===== config.mk =====
export PLATFORM = sky130hd
export DESIGN_NAME = branch_predictor
export DESIGN_NICKNAME = d
export VERILOG_FILES = /design/src/rtl/branch_predictor.sv
export SDC_FILE = /design/constraint.sdc
export NUM_CORES = 2
export LEC_CHECK = 0
export CAP_MARGIN = 10
export CORE_ASPECT_RATIO = 0.8
export CORE_MARGIN = 1
export CORE_UTILIZATION = 60
export DETAILED_ROUTE_END_ITERATION = 7
export PLACE_DENSITY_LB_ADDON = 0.2
export SYNTH_ARGS = -nofsm -noshare
export SYNTH_HDL_FRONTEND = slang
export SYNTH_SLANG_ARGS = --single-unit

===== constraint.sdc =====
create_clock -name clk -period 5.2 [get_ports clk]
set_input_delay 0.52 -clock clk [delete_from_list [all_inputs] [get_ports clk]]
set_output_delay 0.52 -clock clk [all_outputs]
set_load 0.01 [all_outputs]

===== src/rtl/branch_predictor.sv =====
// Direct-mapped tagged BTB with 2-bit saturating counters and mispredict detection.
// Optional BP_STATS_EN adds saturating branch / mispredict counters.
module branch_predictor #(
    parameter int INDEX_BITS = 6,
    parameter int TAG_BITS   = 8
) (
    input  logic        clk,
    input  logic        reset,
    input  logic [31:0] fetch_pc,
    output logic        pred_taken,
    output logic [31:0] pred_target,
    input  logic        update_en,
    input  logic [31:0] update_pc,
    input  logic [2:0]  update_branch,
    input  logic        actual_outcome,
    input  logic [31:0] update_target,
    input  logic        update_pred_taken,
    input  logic [31:0] update_pred_target,
    output logic        mispredict
`ifdef BP_STATS_EN
    ,
    output logic [31:0] branch_count,
    output logic [31:0] mispredict_count
`endif
);

    localparam int ENTRIES = 1 << INDEX_BITS;
    localparam int TAG_LO  = INDEX_BITS + 2;
    localparam int TAG_HI  = INDEX_BITS + TAG_BITS + 1;

    logic [ENTRIES-1:0]  valid_tbl;
    logic [1:0]          ctr_tbl [ENTRIES];
    logic [TAG_BITS-1:0] tag_tbl [ENTRIES];
    logic [31:0]         tgt_tbl [ENTRIES];

    logic [INDEX_BITS-1:0] fetch_idx, upd_idx;
    logic [TAG_BITS-1:0]   fetch_tag, upd_tag;
    logic                  fetch_hit, upd_hit, upd;
    logic                  pc_unused;

    function automatic logic [1:0] ctr_step(input logic [1:0] c, input logic taken);
        if (taken)
            return (c == 2'b11) ? c : c + 2'd1;
        else
            return (c == 2'b00) ? c : c - 2'd1;
    endfunction

    function automatic logic [31:0] sat_inc32(input logic [31:0] v);
        return (v == 32'hFFFF_FFFF) ? v : v + 32'd1;
    endfunction

    assign fetch_idx = fetch_pc[INDEX_BITS+1:2];
    assign fetch_tag = fetch_pc[TAG_HI:TAG_LO];
    assign upd_idx   = update_pc[INDEX_BITS+1:2];
    assign upd_tag   = update_pc[TAG_HI:TAG_LO];
    assign pc_unused = ^{fetch_pc[31:TAG_HI+1], fetch_pc[1:0],
                         update_pc[31:TAG_HI+1], update_pc[1:0]};

    // Prediction reads the pre-edge table; writes become visible next cycle.
    assign fetch_hit   = valid_tbl[fetch_idx] && (tag_tbl[fetch_idx] == fetch_tag);
    assign pred_taken  = fetch_hit && ctr_tbl[fetch_idx][1];
    assign pred_target = pred_taken ? tgt_tbl[fetch_idx] : fetch_pc + 32'd4;

    assign upd        = update_en && (update_branch != 3'b000);
    assign upd_hit    = valid_tbl[upd_idx] && (tag_tbl[upd_idx] == upd_tag);
    assign mispredict = upd && ((update_pred_taken != actual_outcome) ||
                                (actual_outcome && (update_pred_target != update_target)));

    always_ff @(posedge clk) begin
        if (reset) begin
            valid_tbl <= '0;
            for (int i = 0; i < ENTRIES; i++)
                ctr_tbl[i] <= 2'b01;
        end else if (upd) begin
            if (upd_hit) begin
                ctr_tbl[upd_idx] <= ctr_step(ctr_tbl[upd_idx], actual_outcome);
            end else if (actual_outcome) begin
                valid_tbl[upd_idx] <= 1'b1;
                ctr_tbl[upd_idx]   <= 2'b10;
            end
        end
    end

    // Tag/target are meaningless while the entry is invalid, so they carry no reset.
    always_ff @(posedge clk) begin
        if (upd && actual_outcome) begin
            tag_tbl[upd_idx] <= upd_tag;
            tgt_tbl[upd_idx] <= update_target;
        end
    end

`ifdef BP_STATS_EN
    always_ff @(posedge clk) begin
        if (reset) begin
            branch_count     <= '0;
            mispredict_count <= '0;
        end else begin
            if (upd)
                branch_count <= sat_inc32(branch_count);
            if (mispredict)
                mispredict_count <= sat_inc32(mispredict_count);
        end
    end
`endif

endmodule


## Yosys cells after proc, flatten, opt, wreduce, memory -nomap -nowiden

Memories as Yosys holds them, arrays and structs flattened.
Cells that the tools add are included.

| storage, ports and cells | value |
|---|---|
| memories | 3 |
| bits in writable memories | 2688 |
| bits of input ports | 136 |
| output and inout bits | 34 |
| bits in registers | 64 |

| operators by class | value |
|---|---|
| equality and inequality tests | 5 |
| bitwise operators | 3 |
| mux-type cells | 30 |
| reductions and logical operators | 13 |
| $lt $le $gt $ge | 3 |
| $add $sub $neg | 3 |

Memories:

| name | words | bits a word | rd ports | clocked after memory_dff | write ports | line | source |
|---|---|---|---|---|---|---|---|
| tgt_tbl | 64 | 32 | 1 | 0 | 1 | 34 | `logic [31:0] tgt_tbl [ENTRIES];` |
| tag_tbl | 64 | 8 | 2 | 0 | 1 | 33 | `logic [TAG_BITS-1:0] tag_tbl [ENTRIES];` |
| ctr_tbl | 64 | 2 | 2 | 0 | 64 | 32 | `logic [1:0] ctr_tbl [ENTRIES];` |

Operators by type and width:

| operator | number |
|---|---|
| 64-bit OR | 1 |
| 32-bit by 3-bit adder with 32-bit output (second input constant) | 1 |
| 32-bit 2-to-1 mux | 1 |
| 32-bit != test | 1 |
| 1-bit 2-to-1 mux | 17 |
| 8-bit equality test | 2 |
| 2-bit 2-to-1 mux | 8 |
| 6-bit by 7-bit less-than comparator with 1-bit output (second input constant) | 2 |
| 1-bit binary-select mux with 6-bit select | 2 |
| 1-bit logical AND | 8 |
| 1-bit demux with 6-bit select | 1 |
| 6-bit by 1-bit >= comparator with 1-bit output (second input constant) | 1 |
| 6-bit 2-to-1 mux | 1 |
| 3-bit AND reduction | 1 |
| 3-bit nonzero test | 1 |
| 2-bit by 1-bit adder with 2-bit output (second input constant) | 1 |
| 2-bit equality test (second input constant) | 1 |
| 2-bit logical NOT | 1 |
| 2-bit OR reduction | 1 |
| 2-bit by 1-bit subtractor with 2-bit output (second input constant) | 1 |
| 1-bit logical OR | 1 |
| 1-bit != test | 1 |
| 1-bit NOT | 1 |
| 1-bit OR | 1 |

## Longest topological paths before layout

| depth | value |
|---|---|
| depth after elaboration | 10 |
| gate-level depth with buffers | 17 |
| depth with buffers taken out | 9 |

## Least setup slack after synthesis

Ideal clock, no wire load.

| path | value |
|---|---|
| path type | input to output |
| start point | in fetch_pc[2] |
| end point | out pred_target[0] |
| stages on the path | 9 |
| slack | 655 ps |
| required time | 4680 ps |
| data arrival time | 4025 ps |
| buffers on the path | 5 |
| cells stage by stage | buf_2 > buf_2 > buf_2 > clkbuf_1 > buf_1 > mux4_2 > mux4_2 > mux4_2 > mux2_2 |

| on the way | value |
|---|---|
| longest elaborated chain between the ends | 5 |
| elaborated cells on any way between the ends | 9 |
| classes of those cells | eq/ne (1); mux (3); reduce/logical (2); memory (3) |

Ends and longest elaborated chain:

| what | line | source |
|---|---|---|
| start: declaration | 9 | `input logic [31:0] fetch_pc,` |
| memory 64 x 8 bit / 1-bit binary-select mux with 6-bit select (equally long branches) | n/a |  |
| 8-bit equality test / 1-bit 2-to-1 mux (equally long branches) | 60 | `assign fetch_hit = valid_tbl[fetch_idx] && (tag_tbl[fetch_idx] == fetch_tag);` |
| 1-bit logical AND | 60 |  |
| 1-bit logical AND | 61 | `assign pred_taken = fetch_hit && ctr_tbl[fetch_idx][1];` |
| 32-bit 2-to-1 mux * | 62 | `assign pred_target = pred_taken ? tgt_tbl[fetch_idx] : fetch_pc + 32'd4;` |
| end: declaration | 11 | `output logic [31:0] pred_target,` |

Mark *: on every way between the ends. The rest lies on a longest branch, timed or not. The select of a mux whose other input is x is not followed.

## Worst setup path in the final report

| path | value |
|---|---|
| start point | in fetch_pc[5] |
| end point | out pred_target[1] |

The elaborated chain is that of the path after synthesis.

==> impl_results.md <==
* Cell with the most instances after synthesis: edfxtp_1
* Commonest cells post-synth: 2688 x edfxtp_1, 833 x mux4_2, 202 x clkbuf_1, 170 x a21oi_1, 157 x mux2i_1
* Largest net degree at the start of global routing at 106
* Hold Path Stages at 1
* Post-synth top area cell: edfxtp_1
* RSZ-0062 raised after global routing: no
* Die Y at between 300 and 400 um
* FILL cells at 11400
* Synth Register Bits at 2752
* Switch share at 0.218
* Max rail drop VDD at around 540 uV
* Worst Clk Skew at 0.0558 ns
* Worst-Margin Slew at ~1.3 ns
* Grt ovf at 0
* CTS tree: yes
* DR vias/cell at ~7.5
* Total power at 46.6 mW
* Final period util at 1.01
* Switching power at 10.2 mW
* Comb pwr share at 0.067
* Critical Path RT at 4.68 ns
* Worst-path clk slew at 0.06 ns
* # H-tree levels at 5
* Clock sink count at 2752
* DIE AREA at between 0.15 and 0.2 sq mm
* P_leak at 41.4 nW
* Crit path DAT at between 4 and 5 ns
* Core Box Area at 0.188 sq mm
* Wire per inst at 41.9 um
* 1st-pass router iterations at 7
* Worst hold path type: input port to flip-flop
* Port-buffer cells at 151
* Final ANT Viol Nets at 0
* Number of synthesized flops with an enable pin at 2688
* Fraction of layout instances using a drive strength above 1 at 0.308
* Multi-input gate area at 0.0302 sq mm
* Cts bufs inserted at 278
* Synth warn at 0
* Die Wd at ~490 um
* Drt drc at 0
* Reg power frac at 0.526
* Setup ws final at -0.0759 ns
* Max-Cap Viols at 0
* Clock power frac at 0.407
* Synth Flop Type: edfxtp_1
* Mapped Cells at 5617
* Internal power at 36.4 mW
* Detail Placement HPWL at 209 mm
* First-pass GRT wire length at 503 mm
* Drt total wl at 368 mm
* FF-to-FF path depth at 10
* Failing checks: setup timing
* Critical path peak fanout at 23
* Yosys cell types at 79
* Synthesis-to-layout area growth at 14.2%
* Clk buf depth at 4
* Initial antenna violation count at 29
* Crit path launch type: input port
* Crit. End Element: output port
* Fin. Hold Viols at 0
* Pins Over Slew Limit at 0
* Top-area cell type share of the netlist area at 0.710
* Fraction of registers with async set/reset at 0
* Slew margin rel. at 0.140
* Starting density of the core at 0.606
* Sequential element share of the synthesized area at 0.721
* Outcome: finished with violations
* Final TNS setup at -0.479 ns
* Routability Congestion at 0.992
* Synth Cell Area at around 0.11 sq mm
* FF+latch area at 0.0820 sq mm
* Max Freq at 190 MHz
* Final core utilization at 0.692
* Power Dens Cells at 359 mW/mm^2
* Setup Slack @ Placement at -0.996 ns
* Final setup violation count at 17
* Crit Path Category: input port to output port
* Via count at 66200
* Average size of a mapped cell at 20.3 sq um
* Area contributors post-synth: edfxtp_1 71%, mux4_2 16%, mux2i_1 1.4%, dfxtp_1 1.1%, mux2_2 0.78%
* Layout net count at 6214
* 1st-iter DRT viols at 12200
* Rows at about 140
* Insertion delay to the later sink of the worst-skew pair at 0.94 ns
* Io pins at 170
* Vias in the first global route at 63900
* Root buf cell: clkbuf_16
* Tmin final at 5.28 ns
* Global Route Usage Sum at 0.389
* Syn_nets at 5754
## critical path, stage by stage
cell and delay (ns):
buf_2 0.60, nand2b_1 0.75, o22ai_1 0.38, a221oi_1 0.11, o311ai_0 0.37, o211ai_1 0.45
nor3_1 0.26, nand4_1 0.16, buf_6 0.19, buf_4 0.16, buf_4 0.16, buf_4 0.17
mux2_2 0.28, dlymetal6s2s_1 0.17
## stage by stage
stage          hold slack, ns  cells  instance area (sq um)
2_1_floorplan           0.459   5617                 114000
3_3_place_gp            0.465   8312                 121000
3_5_place_dp            0.475   8312                 121000
4_1_cts                0.0336   8773                 130000
5_1_grt                0.0125   8777                 130000
6_report               0.0620   8790                 130000
## layout by cell type, fill, tap and decap left out, types with 41 or more instances in the layout
master,instances
a221oi_1,57
mux4_2,833
inv_1,71
clkdlybuf4s50_1,69
nand2_1,152
dfxtp_1,64
o22ai_1,134
buf_12,100
xnor2_1,41
nor2_4,66
a21oi_1,170
buf_4,333
clkbuf_1,51
nor2_1,47
buf_2,41
o21ai_0,50
clkinv_1,54
edfxtp_1,2688
clkbuf_16,284
a22oi_1,73
mux2_2,79
mux2i_1,157
o21bai_1,56
a21oi_2,60
## final cells by class
type / instances / share of cell area
flip-flops and latches: 2752 / 0.631
multi-input cells: 2384 / 0.233
clock buffers: 339 / 0.0566
repair buffers: 585 / 0.0451
well taps: 2520 / 0.0243
clock inverters: 119 / 0.00734
inverters: 76 / 0.00226
diodes: 15 / 0.000289
## state kept, by name, summed over array words and instances, names as in the netlist
| signal | flops |
|---|---|
| tag_tbl | 512 |
| ctr_tbl | 128 |
| tgt_tbl | 2048 |
| valid_tbl | 64 |
## cell families (layout without fill, tap and decap cells)
| kind of cell | after synthesis | in the layout | synth area share |
|---|---|---|---|
| AO/OA/AOI/OAI | 765 | 765 | 0.0468 |
| XOR/XNOR | 74 | 74 | 0.00570 |
| adder cells (fa/ha/maj) | 2 | 2 | 0.000198 |
| buffers and inverters | 481 | 1119 | 0.0190 |
| flip-flops | 2752 | 2752 | 0.721 |
| multiplexers | 1074 | 1074 | 0.187 |
| other | 0 | 15 | 0 |
| AND/OR/NAND/NOR | 469 | 469 | 0.0203 |
## path summary, 6_finish.rpt
path	from	to	slack, ns
max reg2reg	tag_tbl[23][5]$_DFFE_PP_	ctr_tbl[35][1]$_SDFFCE_PN0P_	0.91
max	fetch_pc[5]	pred_target[1]	-0.08
min	update_target[23]	tgt_tbl[40][23]$_DFFE_PP_	0.06
min reg2reg	valid_tbl[31]$_SDFFE_PP0P_	valid_tbl[31]$_SDFFE_PP0P_	0.49
## timing repair
action | in CTS | in global routing
setup endpoints to repair | 33 | 33
gates resized for setup | 29 | 23
gates cloned | 0 | 0
hold buffers | 1 | 0
hold endpoints to repair | 1 | 0
pin swaps | 6 | 2
buffers inserted | 2 | 2
## metal layers
| layer | GRT usage | share of wire |
|---|---|---|
| met5 | 0.000254 | 0.00037 |
| met4 | 0.212 | 0.065 |
| met3 | 0.131 | 0.16 |
| met2 | 0.552 | 0.44 |
| met1 | 0.535 | 0.34 |
## power by group through the flow
stage | clock (mW) | combinational (mW) | sequential, mW
2_1_floorplan | 0 | 1.63 | 25.0
3_3_place_gp | 0 | 2.95 | 25.0
3_5_place_dp | 0 | 2.99 | 25.0
4_1_cts | 19.0 | 3.04 | 24.5
5_1_grt | 19.8 | 3.19 | 24.5
6_report | 19.0 | 3.11 | 24.5
No activity file was read; power rests on OpenSTA's default activity.
